### config.mk
export PLATFORM = sky130hd
export DESIGN_NAME = insn_fetcher
export DESIGN_NICKNAME = d
export VERILOG_FILES = /design/src/rtl/insn_fetcher.sv
export SDC_FILE = /design/constraint.sdc
export NUM_CORES = 1
export LEC_CHECK = 0
export CORE_MARGIN = 1.5
export CORE_UTILIZATION = 48
export DETAILED_ROUTE_END_ITERATION = 7
export GPL_TIMING_DRIVEN = 1
export HOLD_SLACK_MARGIN = 0.1
export PLACE_DENSITY = 0.75
export SETUP_SLACK_MARGIN = 0.1
export SYNTH_ARGS = -nofsm -noshare
export SYNTH_HDL_FRONTEND = slang
export SYNTH_SLANG_ARGS = --single-unit
### constraint.sdc
create_clock -name clk -period 1.9 [get_ports clk]
set_clock_uncertainty 0.05 [all_clocks]
set_input_delay 0.38 -clock clk [delete_from_list [all_inputs] [get_ports clk]]
set_output_delay 0.38 -clock clk [all_outputs]
set_load 0.01 [all_outputs]
### src/rtl/insn_fetcher.sv
// Instruction fetch stage: owns the fetch PC, fetches words from instruction
// memory over req/ack, buffers {word, pc} in a small FIFO and hands them to
// the executor over valid/ready. Branch redirects flush the FIFO and discard
// any in-flight fetch.
module insn_fetcher #(
    parameter int unsigned          PC_WIDTH   = 16,
    parameter int unsigned          INSN_WIDTH = 40,
    parameter logic [PC_WIDTH-1:0]  RESET_PC   = '0,
    parameter int unsigned          QDEPTH     = 2
) (
    input  logic                  clk,
    input  logic                  reset_n,
    output logic                  imem_req,
    output logic [PC_WIDTH-1:0]   imem_addr,
    input  logic                  imem_ack,
    input  logic [INSN_WIDTH-1:0] imem_rdata,
    output logic                  insn_valid,
    output logic [INSN_WIDTH-1:0] insn,
    output logic [PC_WIDTH-1:0]   insn_pc,
    input  logic                  insn_ready,
    input  logic                  redirect_valid,
    input  logic [PC_WIDTH-1:0]   redirect_pc
);

    localparam int unsigned PTR_W = (QDEPTH > 1) ? $clog2(QDEPTH) : 1;
    localparam int unsigned CNT_W = PTR_W + 1;

    typedef enum logic [1:0] {
        IDLE = 2'd0,
        WAIT = 2'd1,
        DROP = 2'd2
    } state_t;

    state_t                state, state_nxt;
    logic                  req_nxt;
    logic [PC_WIDTH-1:0]   addr_nxt;
    logic [PC_WIDTH-1:0]   fetch_pc, fetch_pc_nxt;
    logic [PC_WIDTH-1:0]   addr_plus1;

    logic [INSN_WIDTH-1:0] q_insn [QDEPTH];
    logic [PC_WIDTH-1:0]   q_pc   [QDEPTH];
    logic [PTR_W-1:0]      rd_ptr, wr_ptr;
    logic [CNT_W-1:0]      count;

    logic                  pop;
    logic                  push;
    logic                  slot_free;
    logic                  slot_after_push;

    // Head of the FIFO drives the executor interface.
    assign insn_valid = (count != '0);
    assign insn       = q_insn[rd_ptr];
    assign insn_pc    = q_pc[rd_ptr];

    // A redirect suppresses consumption; the flushed head is never executed.
    assign pop        = insn_valid && insn_ready && !redirect_valid;
    assign addr_plus1 = imem_addr + PC_WIDTH'(1);

    // Slot reservation: a request is only issued when its data will fit.
    assign slot_free       = (count - CNT_W'(pop)) < CNT_W'(QDEPTH);
    assign slot_after_push = (count + CNT_W'(1) - CNT_W'(pop)) < CNT_W'(QDEPTH);

    // Fetch state register and registered memory-side outputs.
    always_ff @(posedge clk or negedge reset_n) begin
        if (!reset_n) begin
            state     <= IDLE;
            imem_req  <= 1'b0;
            imem_addr <= RESET_PC;
            fetch_pc  <= RESET_PC;
        end else begin
            state     <= state_nxt;
            imem_req  <= req_nxt;
            imem_addr <= addr_nxt;
            fetch_pc  <= fetch_pc_nxt;
        end
    end

    // Next-state, next request and push decision; redirect takes priority.
    always_comb begin
        state_nxt    = state;
        req_nxt      = imem_req;
        addr_nxt     = imem_addr;
        fetch_pc_nxt = fetch_pc;
        push         = 1'b0;
        case (state)
            IDLE: begin
                if (redirect_valid) begin
                    req_nxt      = 1'b1;
                    addr_nxt     = redirect_pc;
                    fetch_pc_nxt = redirect_pc;
                    state_nxt    = WAIT;
                end else if (slot_free) begin
                    req_nxt   = 1'b1;
                    addr_nxt  = fetch_pc;
                    state_nxt = WAIT;
                end
            end
            WAIT: begin
                if (redirect_valid) begin
                    fetch_pc_nxt = redirect_pc;
                    if (imem_ack) begin
                        // Acked word belongs to the old path; refetch at target.
                        addr_nxt  = redirect_pc;
                        state_nxt = WAIT;
                    end else begin
                        // Request cannot be withdrawn; let it finish and drop it.
                        state_nxt = DROP;
                    end
                end else if (imem_ack) begin
                    push         = 1'b1;
                    fetch_pc_nxt = addr_plus1;
                    if (slot_after_push) begin
                        addr_nxt = addr_plus1;
                    end else begin
                        req_nxt   = 1'b0;
                        state_nxt = IDLE;
                    end
                end
            end
            DROP: begin
                if (redirect_valid) begin
                    fetch_pc_nxt = redirect_pc;
                    if (imem_ack) begin
                        addr_nxt  = redirect_pc;
                        state_nxt = WAIT;
                    end
                end else if (imem_ack) begin
                    addr_nxt  = fetch_pc;
                    state_nxt = WAIT;
                end
            end
            default: begin
                req_nxt   = 1'b0;
                state_nxt = IDLE;
            end
        endcase
    end

    // Instruction FIFO: flush on redirect, otherwise push/pop.
    always_ff @(posedge clk or negedge reset_n) begin
        if (!reset_n) begin
            rd_ptr <= '0;
            wr_ptr <= '0;
            count  <= '0;
            for (int unsigned i = 0; i < QDEPTH; i++) begin
                q_insn[i] <= '0;
                q_pc[i]   <= '0;
            end
        end else if (redirect_valid) begin
            rd_ptr <= '0;
            wr_ptr <= '0;
            count  <= '0;
        end else begin
            if (push) begin
                q_insn[wr_ptr] <= imem_rdata;
                q_pc[wr_ptr]   <= imem_addr;
                wr_ptr         <= wr_ptr + PTR_W'(1);
            end
            if (pop) begin
                rd_ptr <= rd_ptr + PTR_W'(1);
            end
            count <= count + CNT_W'(push) - CNT_W'(pop);
        end
    end

endmodule
* After elaboration in Yosys (flattened, before gate mapping)
Index checks and enable logic that the tools add are counted.
** Storage, ports and cells
- Flip-flop bits (word level) :: 151
- Output and inout bits :: 74
- Logic and storage cells :: 103
** Cells by class
- Add/subtract/negate cells :: 8
- Order comparisons :: 5
- Eq/ne operators :: 12
- Muxes and demuxes :: 47
- Bitwise gates (word level) :: 4
- Reductions and logical operators :: 16
** Operators with widths (number)
- 16-bit 2-to-1 mux :: 15
- 40-bit 2-to-1 mux :: 4
- 80-bit bitwise mux :: 1
- 16-bit one-hot mux with 3 select lines :: 1
- 40-bit demux with 1-bit select :: 1
- 32-bit bitwise mux :: 1
- 16-bit one-hot mux with 2 select lines :: 1
- 16-bit by 1-bit adder with 16-bit output (second input constant) :: 1
- 16-bit demux with 1-bit select :: 1
- 2-bit 2-to-1 mux :: 8
- 3-bit inequality test (second input constant) :: 5
- 1-bit 2-to-1 mux :: 12
- 5-bit AND reduction :: 2
- 2-bit inequality test (second input constant) :: 4
- 2-bit nonzero test :: 4
- 2-bit one-hot mux with 3 select lines :: 1
- 2-bit by 1-bit subtractor with 2-bit output :: 3
- 2-bit >= comparator (second input constant) :: 2
- 2-bit less-than comparator (second input constant) :: 2
- 1-bit inverter with 2-bit output :: 2
- 4-bit AND reduction :: 1
- 1-bit logical AND :: 3
- 1-bit one-hot mux with 3 select lines :: 1
- 3-bit AND reduction :: 1
- 13 further kinds :: 15

* Depth between registers and ports, before layout
- Depth in word-level cells :: 9
- Depth in mapped cells :: 10

* Worst setup path before layout
OpenSTA, ideal clock, no wires.
- Kind :: input to register
- From :: input port redirect_valid
- To :: register count[0]
- Library setup time :: 0.132 ns
- Arrival :: 1.912 ns
- Data required time :: 1.718 ns
- Path slack :: -0.194 ns
- Cell stages on the path :: 9
- Buffers on the path :: 4
- Cells stage by stage :: buf_2 buf_2 buf_2 buf_1 nor2_1 ha_1 inv_1 ha_1 nor2b_1
** Between the ends
- Word-level cells in the longest chain between the ends :: 5
** RTL lines
- start, declared :: RTL line 21 : input logic redirect_valid,
- 1-bit 2-to-1 mux :: RTL line 99 : if (redirect_valid) begin
- 1-bit 2-to-1 mux :: RTL line 85 : case (state)
- 2-bit by 1-bit adder with 2-bit output :: RTL line 162 : count <= count + CNT_W'(push) - CNT_W'(pop);
- 2-bit by 1-bit subtractor with 2-bit output :: RTL line 162
- 2-bit 2-to-1 mux (*) :: RTL line 149 : end else if (redirect_valid) begin
- end signal, assigned :: RTL line 162
- end, declared :: RTL line 43 : logic [CNT_W-1:0] count;
Every way passes the cells marked *; elsewhere a longest branch is shown, timed or not.
A chain may end at the register's enable or synchronous reset.

* Worst setup path after layout
- From :: register rd_ptr
- To :: output port insn_pc[13]
** Between the ends
- Word-level cells in the longest chain between the ends :: 4
** RTL lines
- start, declared :: RTL line 42 : logic [PTR_W-1:0] rd_ptr, wr_ptr;
- start signal, assigned :: RTL line 160 : rd_ptr <= rd_ptr + PTR_W'(1);
- 1-bit inverter with 2-bit output (not written as such) :: RTL line 53 : assign insn_pc = q_pc[rd_ptr];
- 16-bit 2-to-1 mux (not written as such) (3 in a row) :: RTL line 53
- end, declared :: RTL line 19 : output logic [PC_WIDTH-1:0] insn_pc,
Every way passes these cells. The select of a mux whose other input is x is not followed.

==> impl_metrics.env <==
export IMPL_syn_area_um2=7750
export IMPL_grt_max_degree=52
export IMPL_crit_cells=5
export IMPL_grt_overflow=0
export IMPL_critPathMaxFanout=8
export IMPL_yosysSeqAreaShare_pct=48.8
export IMPL_gp_congestion=0.942
export IMPL_synth_distinct_cells=61
export IMPL_rsz0062_at_grt="yes"
export IMPL_r2r_slack_ps=-190
export IMPL_finalNonFillerCells=1184
export IMPL_nets=1023
export IMPL_peakVddDrop_mv=1.20
export IMPL_coreArea_um2=15800
export IMPL_seqPwrFrac_pct=25.6
export IMPL_crit_buf_inv=4
export IMPL_grtUsageTotal_pct=30.4
export IMPL_rows=46
export IMPL_drt_pass1_iter_count=5
export IMPL_io_buffer_count=134
export IMPL_remaining_drc_errors=0
export IMPL_drtAntennaViolNets=0
export IMPL_cp_cell_sequence="buf_12 -> buf_12 -> buf_6 -> mux2_4 -> buf_6"
export IMPL_wl_mm=29.0
export IMPL_synth_avg_cell_area_um2=11.7
export IMPL_p_leak_nw=6.07
export IMPL_syn_num_nets=733
export IMPL_rr_startpoint="state[1]"
export IMPL_crit_type="flip-flop to output port"
export IMPL_synth_cells=665
export IMPL_synth_edf_count=0
export IMPL_async_flop_share_pct=100
export IMPL_vias=7113
export IMPL_dieArea_um2=16900
export IMPL_slowest_stage="dfrtp_2"
export IMPL_die_w_um=130
export IMPL_htree_levels=4
export IMPL_start_util_pct=48.9
export IMPL_diodes=0
export IMPL_critPathTopFamily="buffers and inverters"
export IMPL_cp_endpoint="insn_pc[13]"
export IMPL_wl_per_cell_um=24.5
export IMPL_rr_endpoint="imem_addr[3]"
export IMPL_synth_seq_cells=151
export IMPL_relSlewSlack_pct=57.1
export IMPL_cpPeakStageDelay_ps=480
export IMPL_vias_per_cell=6.01
export IMPL_tns_ps=-14070
export IMPL_drtIter0Drc=615
export IMPL_worst_r2r_cell_count=8
export IMPL_combPwrFrac_pct=58.9
export IMPL_grt_pass1_vias=7137
export IMPL_clock_path_buffers=2
export IMPL_setup_viol=134
export IMPL_final_cell_mix="dfrtp_1 (145), mux2_4 (134), buf_6 (102)"
export IMPL_clock_latency_ps=430
export IMPL_intPower_mw=14.6
export IMPL_power_density_nw_per_um2=1760
export IMPL_area_delta_synth_final_pct=69.2
export IMPL_cts_tree="yes"
export IMPL_critPathArrivalTime_ps=1760
export IMPL_grt_pass1_wl_mm=39.0
export IMPL_layout_commonest_cell="dfrtp_1"
export IMPL_multiInputGateArea_um2=4850
export IMPL_clock_fmax_mhz=457
export IMPL_cts_made_buffers=17
export IMPL_dp_hpwl_mm=14.9
export IMPL_synth_flop_cell="dfrtp_1"
export IMPL_clk_pin_slew_ps=60
export IMPL_antenna_found_initial=0
export IMPL_clkPwrFrac_pct=15.5
export IMPL_hold_viol_final=0
export IMPL_end_kind="output port"
export IMPL_status="complete, but fails checks"
export IMPL_ys_warn_count=0
export IMPL_regArea_um2=3790
export IMPL_setup_ws_ps=-290
export IMPL_switching_share_pct=36.5
export IMPL_crit_path_start="rd_ptr"
export IMPL_cts_root_buffer="clkbuf_16"
export IMPL_violations="setup timing"
export IMPL_final_period_utilization_pct=115
export IMPL_min_delay_path_class="primary input to asynchronous set/reset pin"
export IMPL_fin_crit_ps=2190
export IMPL_drv_cap=0
export IMPL_switchingPower_mw=8.40
export IMPL_fill_cells=756
export IMPL_drive_gt1_share_pct=57.9
export IMPL_worst_slew_pin_slew_ps=638
export IMPL_placed_cells=1061
export IMPL_cts_sinks=151
export IMPL_io_pin_count=135
export IMPL_dp_slack_ps=-504
export IMPL_start_kind="flip-flop"
export IMPL_worst_ep_required_time_ps=1470
export IMPL_die_h_um=130
export IMPL_drv_slew=0
stage by stage:
step / hold WS (ps) / cell area (um^2) / util, % / power, mW
floorplan: 34.4 / 7850 / - / 10.4
global placement: 250 / 10100 / 63.7 / 14.2
detailed placement: 255 / 10100 / 63.7 / 14.6
CTS: 368 / 12300 / 77.7 / 20.6
global route: 406 / 13100 / 82.8 / 23.9
finish: 366 / 13100 / 82.8 / 23.0
cell usage after synthesis (8+ instances only):
| library cell | count | area (um^2) |
|---|---|---|
| clkbuf_1 | 18 | 67.6 |
| a21oi_1 | 22 | 110 |
| xnor2_1 | 8 | 70.1 |
| mux2_1 | 33 | 372 |
| o21ai_0 | 21 | 105 |
| dfrtp_1 | 151 | 3780 |
| nand2_1 | 35 | 131 |
| mux2_2 | 137 | 1540 |
| buf_2 | 27 | 135 |
| o21ai_1 | 11 | 55.1 |
| nor2_1 | 33 | 124 |
| nand3_1 | 9 | 45.0 |
| mux2i_1 | 10 | 100 |
| inv_1 | 12 | 45.0 |
| nor3_1 | 10 | 50.1 |
| xor2_1 | 8 | 70.1 |
sequential cells by signal, indices dropped and copies added, names as in the netlist:
| register | cells |
|---|---|
| count | 2 |
| fetch_pc | 16 |
| imem_addr | 16 |
| imem_req | 1 |
| q_insn | 80 |
| q_pc | 32 |
| rd_ptr | 1 |
| state | 2 |
| wr_ptr | 1 |
repair_timing:
item	in CTS	in global routing
hold buffers	1	0
resized for setup	446	240
setup buffers	65	17
hold endpoints to repair	31	0
cloned	14	5
pin swaps	31	27
setup endpoints to repair	205	205
kinds of logic after synthesis:
| logic type | after synthesis | share of synthesized area (%) |
|---|---|---|
| compound gates | 122 | 10.6 |
| xor+xnor | 16 | 1.81 |
| fa+ha+maj | 7 | 1.13 |
| buf+inv | 65 | 3.59 |
| flops | 151 | 48.8 |
| mux | 180 | 26.0 |
| simple gates | 124 | 8.09 |
routing by layer:
layer  GRT usage (%)  up-vias  part of all wire, %
met1            38.8     3626                   39
li1                -     3000                    -
met3            5.21      108                  6.1
met5               0        -                    0
met2            51.9      379                   51
met4            11.2        0                  3.9
final cells by class:
type | instances | area share (%)
flip-flops and latches | 151 | 28.9
clock buffers | 19 | 3.38
inverters | 14 | 0.477
clock inverters | 13 | 1.28
repair buffers | 322 | 26.9
well taps | 216 | 2.06
multi-input cells | 449 | 37.0
power groups by stage:
stage,combinational [mW],clock [mW],sequential [mW]
final,13.5,3.56,5.90
after global routing,14.1,3.71,6.02
after CTS,11.4,3.56,5.64
after detailed placement,8.85,0,5.71
after global placement,8.64,0,5.56
after floorplan,4.96,0,5.48
worst min-delay path by stage:
stage | from | end | slack [ps] | cells past startpoint
after floorplan | reset_n | count[0] | 30 | 0
after global placement | reset_n | q_insn[11] | 250 | 1
after detailed placement | reset_n | q_insn[54] | 250 | 1
after CTS | reset_n | q_insn[54] | 370 | 2
after global routing | reset_n | q_insn[54] | 410 | 2
final | reset_n | q_insn[51] | 370 | 2
No activity file was read; power rests on OpenSTA's default activity.
